`config.mk`:
```
export PLATFORM = sky130hd
export DESIGN_NAME = mem_ctrl_flat
export DESIGN_NICKNAME = d
export VERILOG_FILES = /design/src/rtl/mem_ctrl_pkg.sv /design/src/rtl/mem_ctrl_if.sv /design/src/rtl/mem_ctrl.sv /design/src/flat_wrapper.sv
export SDC_FILE = /design/constraint.sdc
export NUM_CORES = 1
export LEC_CHECK = 0
export ABC_AREA = 1
export CORE_ASPECT_RATIO = 0.7
export CORE_UTILIZATION = 45
export DETAILED_ROUTE_END_ITERATION = 10
export PLACE_DENSITY = 0.72
export RECOVER_POWER = 25
export SLEW_MARGIN = 20
export SYNTH_ARGS = -nofsm -noshare
export SYNTH_HDL_FRONTEND = slang
export SYNTH_SLANG_ARGS = --single-unit
```
`constraint.sdc`:
```
create_clock -name clk_in -period 2.8 [get_ports clk_in]
set_input_delay 0.56 -clock clk_in [delete_from_list [all_inputs] [get_ports clk_in]]
set_output_delay 0.56 -clock clk_in [all_outputs]
set_load 0.005 [all_outputs]
```
`src/rtl/mem_ctrl_pkg.sv`:
```
// Shared types and constants for the byte-serial memory controller.
// Access lengths are kept in bytes (1/2/4) so the counters compare directly.
package mem_ctrl_pkg;

  typedef enum logic [1:0] {
    IDLE  = 2'd0,
    READ  = 2'd1,
    WRITE = 2'd2
  } state_t;

  localparam logic [1:0] WIDTH_B = 2'b00;
  localparam logic [1:0] WIDTH_H = 2'b01;
  localparam logic [1:0] WIDTH_W = 2'b10;

  // addr[17:16] value that selects the IO space (UART output)
  localparam logic [1:0] IO_SEL = 2'b11;

  localparam logic OWNER_IF  = 1'b0;
  localparam logic OWNER_LSB = 1'b1;

  function automatic logic [2:0] byte_len(input logic [1:0] width);
    case (width)
      WIDTH_B: return 3'd1;
      WIDTH_H: return 3'd2;
      WIDTH_W: return 3'd4;
      default: return 3'd4;
    endcase
  endfunction

endpackage

```
`src/rtl/mem_ctrl_if.sv`:
```
// Core-side request/response bundle: instruction fetch and load/store buffer.
// The core front ends drive the master side, mem_ctrl implements the slave side.
interface mem_ctrl_if;

  logic        if_req;
  logic [31:0] if_addr;
  logic        if_done;
  logic [31:0] if_data;

  logic        lsb_req;
  logic        lsb_we;
  logic [1:0]  lsb_width;
  logic [31:0] lsb_addr;
  logic [31:0] lsb_wdata;
  logic        lsb_done;
  logic [31:0] lsb_rdata;

  modport master (
    output if_req, if_addr,
    input  if_done, if_data,
    output lsb_req, lsb_we, lsb_width, lsb_addr, lsb_wdata,
    input  lsb_done, lsb_rdata
  );

  modport slave (
    input  if_req, if_addr,
    output if_done, if_data,
    input  lsb_req, lsb_we, lsb_width, lsb_addr, lsb_wdata,
    output lsb_done, lsb_rdata
  );

endinterface

```
`src/rtl/mem_ctrl.sv`:
```
// Arbitrates fetch and LSB accesses onto a byte-wide RAM port, serialising
// each access into byte transfers and assembling little-endian read data.
module mem_ctrl
  import mem_ctrl_pkg::*;
(
  input  logic        clk_in,
  input  logic        rst_in,
  input  logic        rdy_in,
  input  logic        rob_clear,
  input  logic        io_buffer_full,
  mem_ctrl_if.slave   bus,
  input  logic [7:0]  mem_din,
  output logic [7:0]  mem_dout,
  output logic [31:0] mem_a,
  output logic        mem_wr
);

  state_t      state_q, state_d;
  logic [2:0]  cnt_q, cnt_d;
  logic [2:0]  len_q, len_d;
  logic        owner_q, owner_d;
  logic [31:0] addr_q, addr_d;
  logic [31:0] asm_q, asm_d;
  logic [31:0] mem_a_q, mem_a_d;
  logic [7:0]  mem_dout_q, mem_dout_d;
  logic        mem_wr_q, mem_wr_d;
  logic        if_done_q, if_done_d;
  logic        lsb_done_q, lsb_done_d;
  logic [31:0] if_data_q, if_data_d;
  logic [31:0] lsb_rdata_q, lsb_rdata_d;

  logic [2:0]  cnt_inc;
  logic [1:0]  rd_idx;
  logic        lsb_ok, if_ok;
  logic        io_hold, accept_io_hold;

  always_comb begin
    state_d     = state_q;
    cnt_d       = cnt_q;
    len_d       = len_q;
    owner_d     = owner_q;
    addr_d      = addr_q;
    asm_d       = asm_q;
    mem_a_d     = mem_a_q;
    mem_dout_d  = mem_dout_q;
    mem_wr_d    = mem_wr_q;
    if_done_d   = 1'b0;
    lsb_done_d  = 1'b0;
    if_data_d   = if_data_q;
    lsb_rdata_d = lsb_rdata_q;

    cnt_inc = cnt_q + 3'd1;
    // In READ, cnt_q counts cycles since the first address; byte cnt_q-1 is on mem_din
    rd_idx  = cnt_q[1:0] - 2'd1;
    // A requester still holds req during its own done cycle, so that req is ignored
    lsb_ok  = bus.lsb_req && !lsb_done_q;
    if_ok   = bus.if_req && !if_done_q;
    io_hold        = (addr_q[17:16] == IO_SEL) && io_buffer_full;
    accept_io_hold = (bus.lsb_addr[17:16] == IO_SEL) && io_buffer_full;

    case (state_q)
      IDLE: begin
        if (!rob_clear) begin
          if (lsb_ok) begin
            owner_d = OWNER_LSB;
            addr_d  = bus.lsb_addr;
            len_d   = byte_len(bus.lsb_width);
            cnt_d   = 3'd0;
            mem_a_d = bus.lsb_addr;
            if (bus.lsb_we) begin
              state_d    = WRITE;
              mem_dout_d = bus.lsb_wdata[7:0];
              asm_d      = bus.lsb_wdata >> 8;
              mem_wr_d   = !accept_io_hold;
            end else begin
              state_d  = READ;
              asm_d    = '0;
              mem_wr_d = 1'b0;
            end
          end else if (if_ok) begin
            owner_d  = OWNER_IF;
            addr_d   = bus.if_addr;
            len_d    = 3'd4;
            cnt_d    = 3'd0;
            mem_a_d  = bus.if_addr;
            asm_d    = '0;
            mem_wr_d = 1'b0;
            state_d  = READ;
          end
        end
      end

      READ: begin
        if (rob_clear) begin
          state_d = IDLE;
          cnt_d   = 3'd0;
        end else begin
          cnt_d = cnt_inc;
          if (cnt_inc < len_q) begin
            mem_a_d = addr_q + {29'd0, cnt_inc};
          end
          if (cnt_q != 3'd0) begin
            asm_d = asm_q | ({24'd0, mem_din} << {rd_idx, 3'b000});
            if (cnt_q == len_q) begin
              state_d = IDLE;
              cnt_d   = 3'd0;
              if (owner_q == OWNER_LSB) begin
                lsb_done_d  = 1'b1;
                lsb_rdata_d = asm_d;
              end else begin
                if_done_d = 1'b1;
                if_data_d = asm_d;
              end
            end
          end
        end
      end

      WRITE: begin
        // A byte only advances once it has actually been written (mem_wr high)
        if (mem_wr_q) begin
          if (cnt_q == len_q - 3'd1) begin
            state_d    = IDLE;
            cnt_d      = 3'd0;
            mem_wr_d   = 1'b0;
            lsb_done_d = 1'b1;
          end else begin
            cnt_d      = cnt_inc;
            mem_a_d    = mem_a_q + 32'd1;
            mem_dout_d = asm_q[7:0];
            asm_d      = asm_q >> 8;
            mem_wr_d   = !io_hold;
          end
        end else begin
          mem_wr_d = !io_hold;
        end
      end

      default: begin
        state_d  = IDLE;
        cnt_d    = 3'd0;
        mem_wr_d = 1'b0;
      end
    endcase
  end

  always_ff @(posedge clk_in) begin
    if (rst_in) begin
      state_q     <= IDLE;
      cnt_q       <= '0;
      len_q       <= '0;
      owner_q     <= OWNER_IF;
      addr_q      <= '0;
      asm_q       <= '0;
      mem_a_q     <= '0;
      mem_dout_q  <= '0;
      mem_wr_q    <= 1'b0;
      if_done_q   <= 1'b0;
      lsb_done_q  <= 1'b0;
      if_data_q   <= '0;
      lsb_rdata_q <= '0;
    end else if (rdy_in) begin
      state_q     <= state_d;
      cnt_q       <= cnt_d;
      len_q       <= len_d;
      owner_q     <= owner_d;
      addr_q      <= addr_d;
      asm_q       <= asm_d;
      mem_a_q     <= mem_a_d;
      mem_dout_q  <= mem_dout_d;
      mem_wr_q    <= mem_wr_d;
      if_done_q   <= if_done_d;
      lsb_done_q  <= lsb_done_d;
      if_data_q   <= if_data_d;
      lsb_rdata_q <= lsb_rdata_d;
    end
  end

  assign mem_a         = mem_a_q;
  assign mem_dout      = mem_dout_q;
  assign mem_wr        = mem_wr_q;
  assign bus.if_done   = if_done_q;
  assign bus.if_data   = if_data_q;
  assign bus.lsb_done  = lsb_done_q;
  assign bus.lsb_rdata = lsb_rdata_q;

endmodule

```
`src/flat_wrapper.sv`:
```
// flat-port wrapper written by rule: the top's interface ports become plain ports
module mem_ctrl_flat import mem_ctrl_pkg::*;
  (clk_in, rst_in, rdy_in, rob_clear, io_buffer_full, mem_din, mem_dout, mem_a, mem_wr, bus_if_req, bus_if_addr, bus_if_done, bus_if_data, bus_lsb_req, bus_lsb_we, bus_lsb_width, bus_lsb_addr, bus_lsb_wdata, bus_lsb_done, bus_lsb_rdata);
  mem_ctrl_if bus_i ();
  input  logic clk_in;
  input  logic rst_in;
  input  logic rdy_in;
  input  logic rob_clear;
  input  logic io_buffer_full;
  input  logic [7:0] mem_din;
  output logic [7:0] mem_dout;
  output logic [31:0] mem_a;
  output logic mem_wr;
  input wire logic [$bits(bus_i.if_req)-1:0] bus_if_req;
  input wire logic [$bits(bus_i.if_addr)-1:0] bus_if_addr;
  output wire logic [$bits(bus_i.if_done)-1:0] bus_if_done;
  output wire logic [$bits(bus_i.if_data)-1:0] bus_if_data;
  input wire logic [$bits(bus_i.lsb_req)-1:0] bus_lsb_req;
  input wire logic [$bits(bus_i.lsb_we)-1:0] bus_lsb_we;
  input wire logic [$bits(bus_i.lsb_width)-1:0] bus_lsb_width;
  input wire logic [$bits(bus_i.lsb_addr)-1:0] bus_lsb_addr;
  input wire logic [$bits(bus_i.lsb_wdata)-1:0] bus_lsb_wdata;
  output wire logic [$bits(bus_i.lsb_done)-1:0] bus_lsb_done;
  output wire logic [$bits(bus_i.lsb_rdata)-1:0] bus_lsb_rdata;
  assign bus_i.if_req = bus_if_req;
  assign bus_i.if_addr = bus_if_addr;
  assign bus_if_done = bus_i.if_done;
  assign bus_if_data = bus_i.if_data;
  assign bus_i.lsb_req = bus_lsb_req;
  assign bus_i.lsb_we = bus_lsb_we;
  assign bus_i.lsb_width = bus_lsb_width;
  assign bus_i.lsb_addr = bus_lsb_addr;
  assign bus_i.lsb_wdata = bus_lsb_wdata;
  assign bus_lsb_done = bus_i.lsb_done;
  assign bus_lsb_rdata = bus_i.lsb_rdata;
  mem_ctrl u_core (.clk_in(clk_in), .rst_in(rst_in), .rdy_in(rdy_in), .rob_clear(rob_clear), .io_buffer_full(io_buffer_full), .bus(bus_i), .mem_din(mem_din), .mem_dout(mem_dout), .mem_a(mem_a), .mem_wr(mem_wr));
endmodule
```
==> metrics list <==
* Result of the run: finished clean
- The initial antenna violation count came to 0.
* 1st-iter DRT viols: between 1,000 and 1,500
- Of the post-synthesis cell area, the dominant cell type holds 0.343.
* Path class of the lowest-slack min-delay path: flop to flop
- Final clock period utilization by the worst path: 0.952
- Routability-driven placement finished with a final weighted congestion of just under 1.
- Leakage power summed over all cells: 5.28 nW
- Count of fill cells added during filler insertion: 2,206
- Worst hold slack: 0.441 ns
* GR Util All Layers: 0.327
- The floorplan has 46 rows.
* Number of iterations in the first detailed-routing pass: 6
- Die Span X: between 150 and 200 um
- Detailed placement ended at an HPWL of between 20,000 and 30,000 um.
- Register Area: around 3600 um2
- Counting every net in the synthesized netlist gives about 1,800.
- Entering global routing, the biggest net connects 88 pins.
- The synthesized design spends more area on one cell type than any other, namely dfxtp_1.
* Number of buffers inserted by hold repair at cts: 0
- Routed via count divided by cell count: ~5.4
* Transition time at the pin with the least slew margin: 0.921 ns
- CTS root buf: clkbuf_16
- The number of slew-limit violations in the final report came to 0.
- TritonCTS built the clock tree.
- Clock tree synthesis found a total of between 150 and 200 sinks.
* Number of H-tree branching levels: 4
- The floorplan step defined a die boundary enclosing between 20,000 and 25,000 um2.
- In this run the vertical extent of the chip is approximately 130 um.
- Total power consumption of the routed design: just under 9 mW
- Across the run, the number of max-cap violations was 0.
* Layout cells sized above 1: 0.0541
* Setup violation total in the final timing report: 0
- In the final timing run, aggregate negative setup slack is 0 ns.
* Part of the Yosys area used for sequential elements: 0.343
- Cell variety after synth: 45
* Maximum fanout count along the critical path: 7
* Unrepaired setup endpoints after global routing: yes
* Core outline area: roughly 23,000 um2
* Final std cell area, no fill: 13,600 um2
* Cell area reported after detailed placement: 13,000 um2
- Final critical-path required period: ~2.7 ns
- Critical Path AT: 2.95 ns
* Worst slew margin relative to its limit: 0.385
- STA puts the critical path data required time at between 3 and 4 ns.
* Via count of the first global-routing pass: about 10,000
* Achievable Freq: about 380 MHz
- For this design the ratio of total power to cell area is between 600 and 700 nW/um2.
* Flip-flop and latch count after synthesis: 180
- Multi-input combinational cell area: between 5000 and 6000 um2
- Total DRC errors in the routed layout: 0
- DR WL/cell: around 18 um
* Starting Density: 0.461
* Area grow syn2layout: 29.2%
- Clk pin slew, worst setup/hold paths: 0.08 ns
* Worst-Skew Late Latency: 0.45 ns
- Worst IR drop on VDD: between 0.0004 and 0.0005 V
- Wire length of the first global-routing pass: 59,100 um
* Final Routed Wirelength: 39,400 um
- By startpoint and endpoint, the worst setup path is classified as flop to flop.
* Final-report hold violation count: 0
* Synthesized cell area: about 11,000 um2
- Total via count in the routed design: between 10,000 and 15,000
- Sum of overflow across all layers after global routing: 0
- Yosys warnings: 0
* Net count, final: between 2,000 and 2,500
- Clock tree synthesis inserted a total of 17 buffers.
- Between clock sinks in the finished design, the worst skew comes to about 0.013 ns.
* Largest buffer count on any clock path: 2
- Syn Inst Count: approximately 1,700
- Element type at the critical path end: flop
- IO buf count: 220
* I/O pin total: 221
- Once detail routing completed, the nets flagged for antenna violations numbered 0.
- A synthesized cell averages between 6 and 7 um2.
- Ranking of synthesized cells by area: dfxtp_1, nand2_1, a21oi_1
- The worst setup path is launched from a flop.
## flip-flops by register name (all words and copies together) (netlist names), 3 cells and up
signal / count
u_core.addr_q: 32
u_core.asm_q: 32
u_core.bus.if_data: 32
u_core.bus.lsb_rdata: 32
u_core.cnt_q: 3
u_core.len_q: 3
u_core.mem_a: 32
u_core.mem_dout: 8
## logic make-up (layout without fill, tap and decap cells)
| group | after synthesis | after routing | share of synthesized area |
|---|---|---|---|
| DFF | 180 | 180 | 0.343 |
| buffers and inverters | 277 | 477 | 0.107 |
| muxes | 3 | 3 | 0.00286 |
| other | 0 | 1 | 0 |
| xor gates and xnor gates | 3 | 3 | 0.00428 |
| adders and majority gates | 15 | 15 | 0.0186 |
| AOI/OAI and AO/OA | 384 | 384 | 0.193 |
| and+or+nand+nor | 841 | 841 | 0.331 |
## stage by stage
stage	worst slack, ns	util	cells
2_1_floorplan	0.525	-	1703
3_5_place_dp	0.134	0.569	2181
5_1_grt	-0.0138	0.596	2215
4_1_cts	0.0983	0.595	2213
6_report	0.135	0.596	2216
3_3_place_gp	0.266	0.569	2181
## worst max-delay path: stages (launching register included)
cell and delay [ns]:
dfxtp_1 0.42, inv_1 0.09, ha_1 0.35, ha_1 0.30
nand2_1 0.06, nand2_1 0.14, nand3_1 0.28, nor2_2 0.29
nand2_1 0.08, nand3_1 0.18, nand3_1 0.14, nand3_2 0.11
a21oi_1 0.07
## timing repair
action                                  4_1_cts  5_1_grt
setup buffers                                 0        2
endpoints found under the setup margin        0       18
gates resized for setup                       0        2
## per-layer routing
layer / track usage / routed length (um)
met1: 0.494 / 18300
met2: 0.421 / 15000
met3: 0.133 / 5600
met4: 0.0671 / 484
met5: 0 / 0
## cell usage in the layout, fill, tap and decap left out, drive strengths merged
cell / n
diode: 1
dfxtp: 180
fa: 1
clkbuf: 18
a211oi: 1
mux2i: 3
o211ai: 28
nand2: 494
a21oi: 175
a21o: 1
a31oi: 2
xor2: 2
inv: 200
nand3b: 3
ha: 14
clkinvlp: 1
or2: 5
clkinv: 5
o21a: 1
o21bai: 4
o21ai: 170
nor3: 1
clkdlybuf4s50: 149
a221oi: 1
nand3: 144
dlygate4sd3: 70
nand4: 5
nor2: 189
a32o: 1
xnor2: 1
buf: 34
## final cells by class
cell class,count,share of cell area
Multi-Input combinational cell,1246,0.427
Sequential cell,180,0.265
Timing Repair Buffer,254,0.182
Inverter,191,0.0529
Clock buffer,17,0.0313
Tap cell,312,0.0287
Clock inverter,15,0.0130
Antenna cell,1,0.000184
## cell usage after synthesis, drive strengths merged
cell and number:
nand2 494, inv 190, nor2 189, dfxtp 180, a21oi 175, o21ai 170
nand3 144, clkbuf 57, buf 29, o211ai 28, ha 14, nand4 5
or2 5, o21bai 4, mux2i 3, nand3b 3, a31oi 2, xor2 2
a211oi 1, a21o 1, a221oi 1, a32o 1, clkinv 1, fa 1
nor3 1, o21a 1, xnor2 1
## final timing paths
| check | depth (start not counted) | slack (ns) | end | from |
|---|---|---|---|---|
| setup reg to reg | 12 | 0.13 | u_core.mem_a[9] | u_core.cnt_q[1] |
| setup / recovery | 12 | 0.13 | u_core.mem_a[9] | u_core.cnt_q[1] |
| hold reg to reg | 2 | 0.44 | u_core.bus.lsb_rdata[3] | u_core.bus.lsb_rdata[3] |
| hold / removal | 2 | 0.44 | u_core.bus.lsb_rdata[3] | u_core.bus.lsb_rdata[3] |
## report_power, final
| part | internal [mW] | switching [mW] |
|---|---|---|
| combinational | 1.20 | 1.97 |
| sequential | 2.87 | 0.405 |
| clock | 1.22 | 1.24 |
No activity file was read; power rests on OpenSTA's default activity.
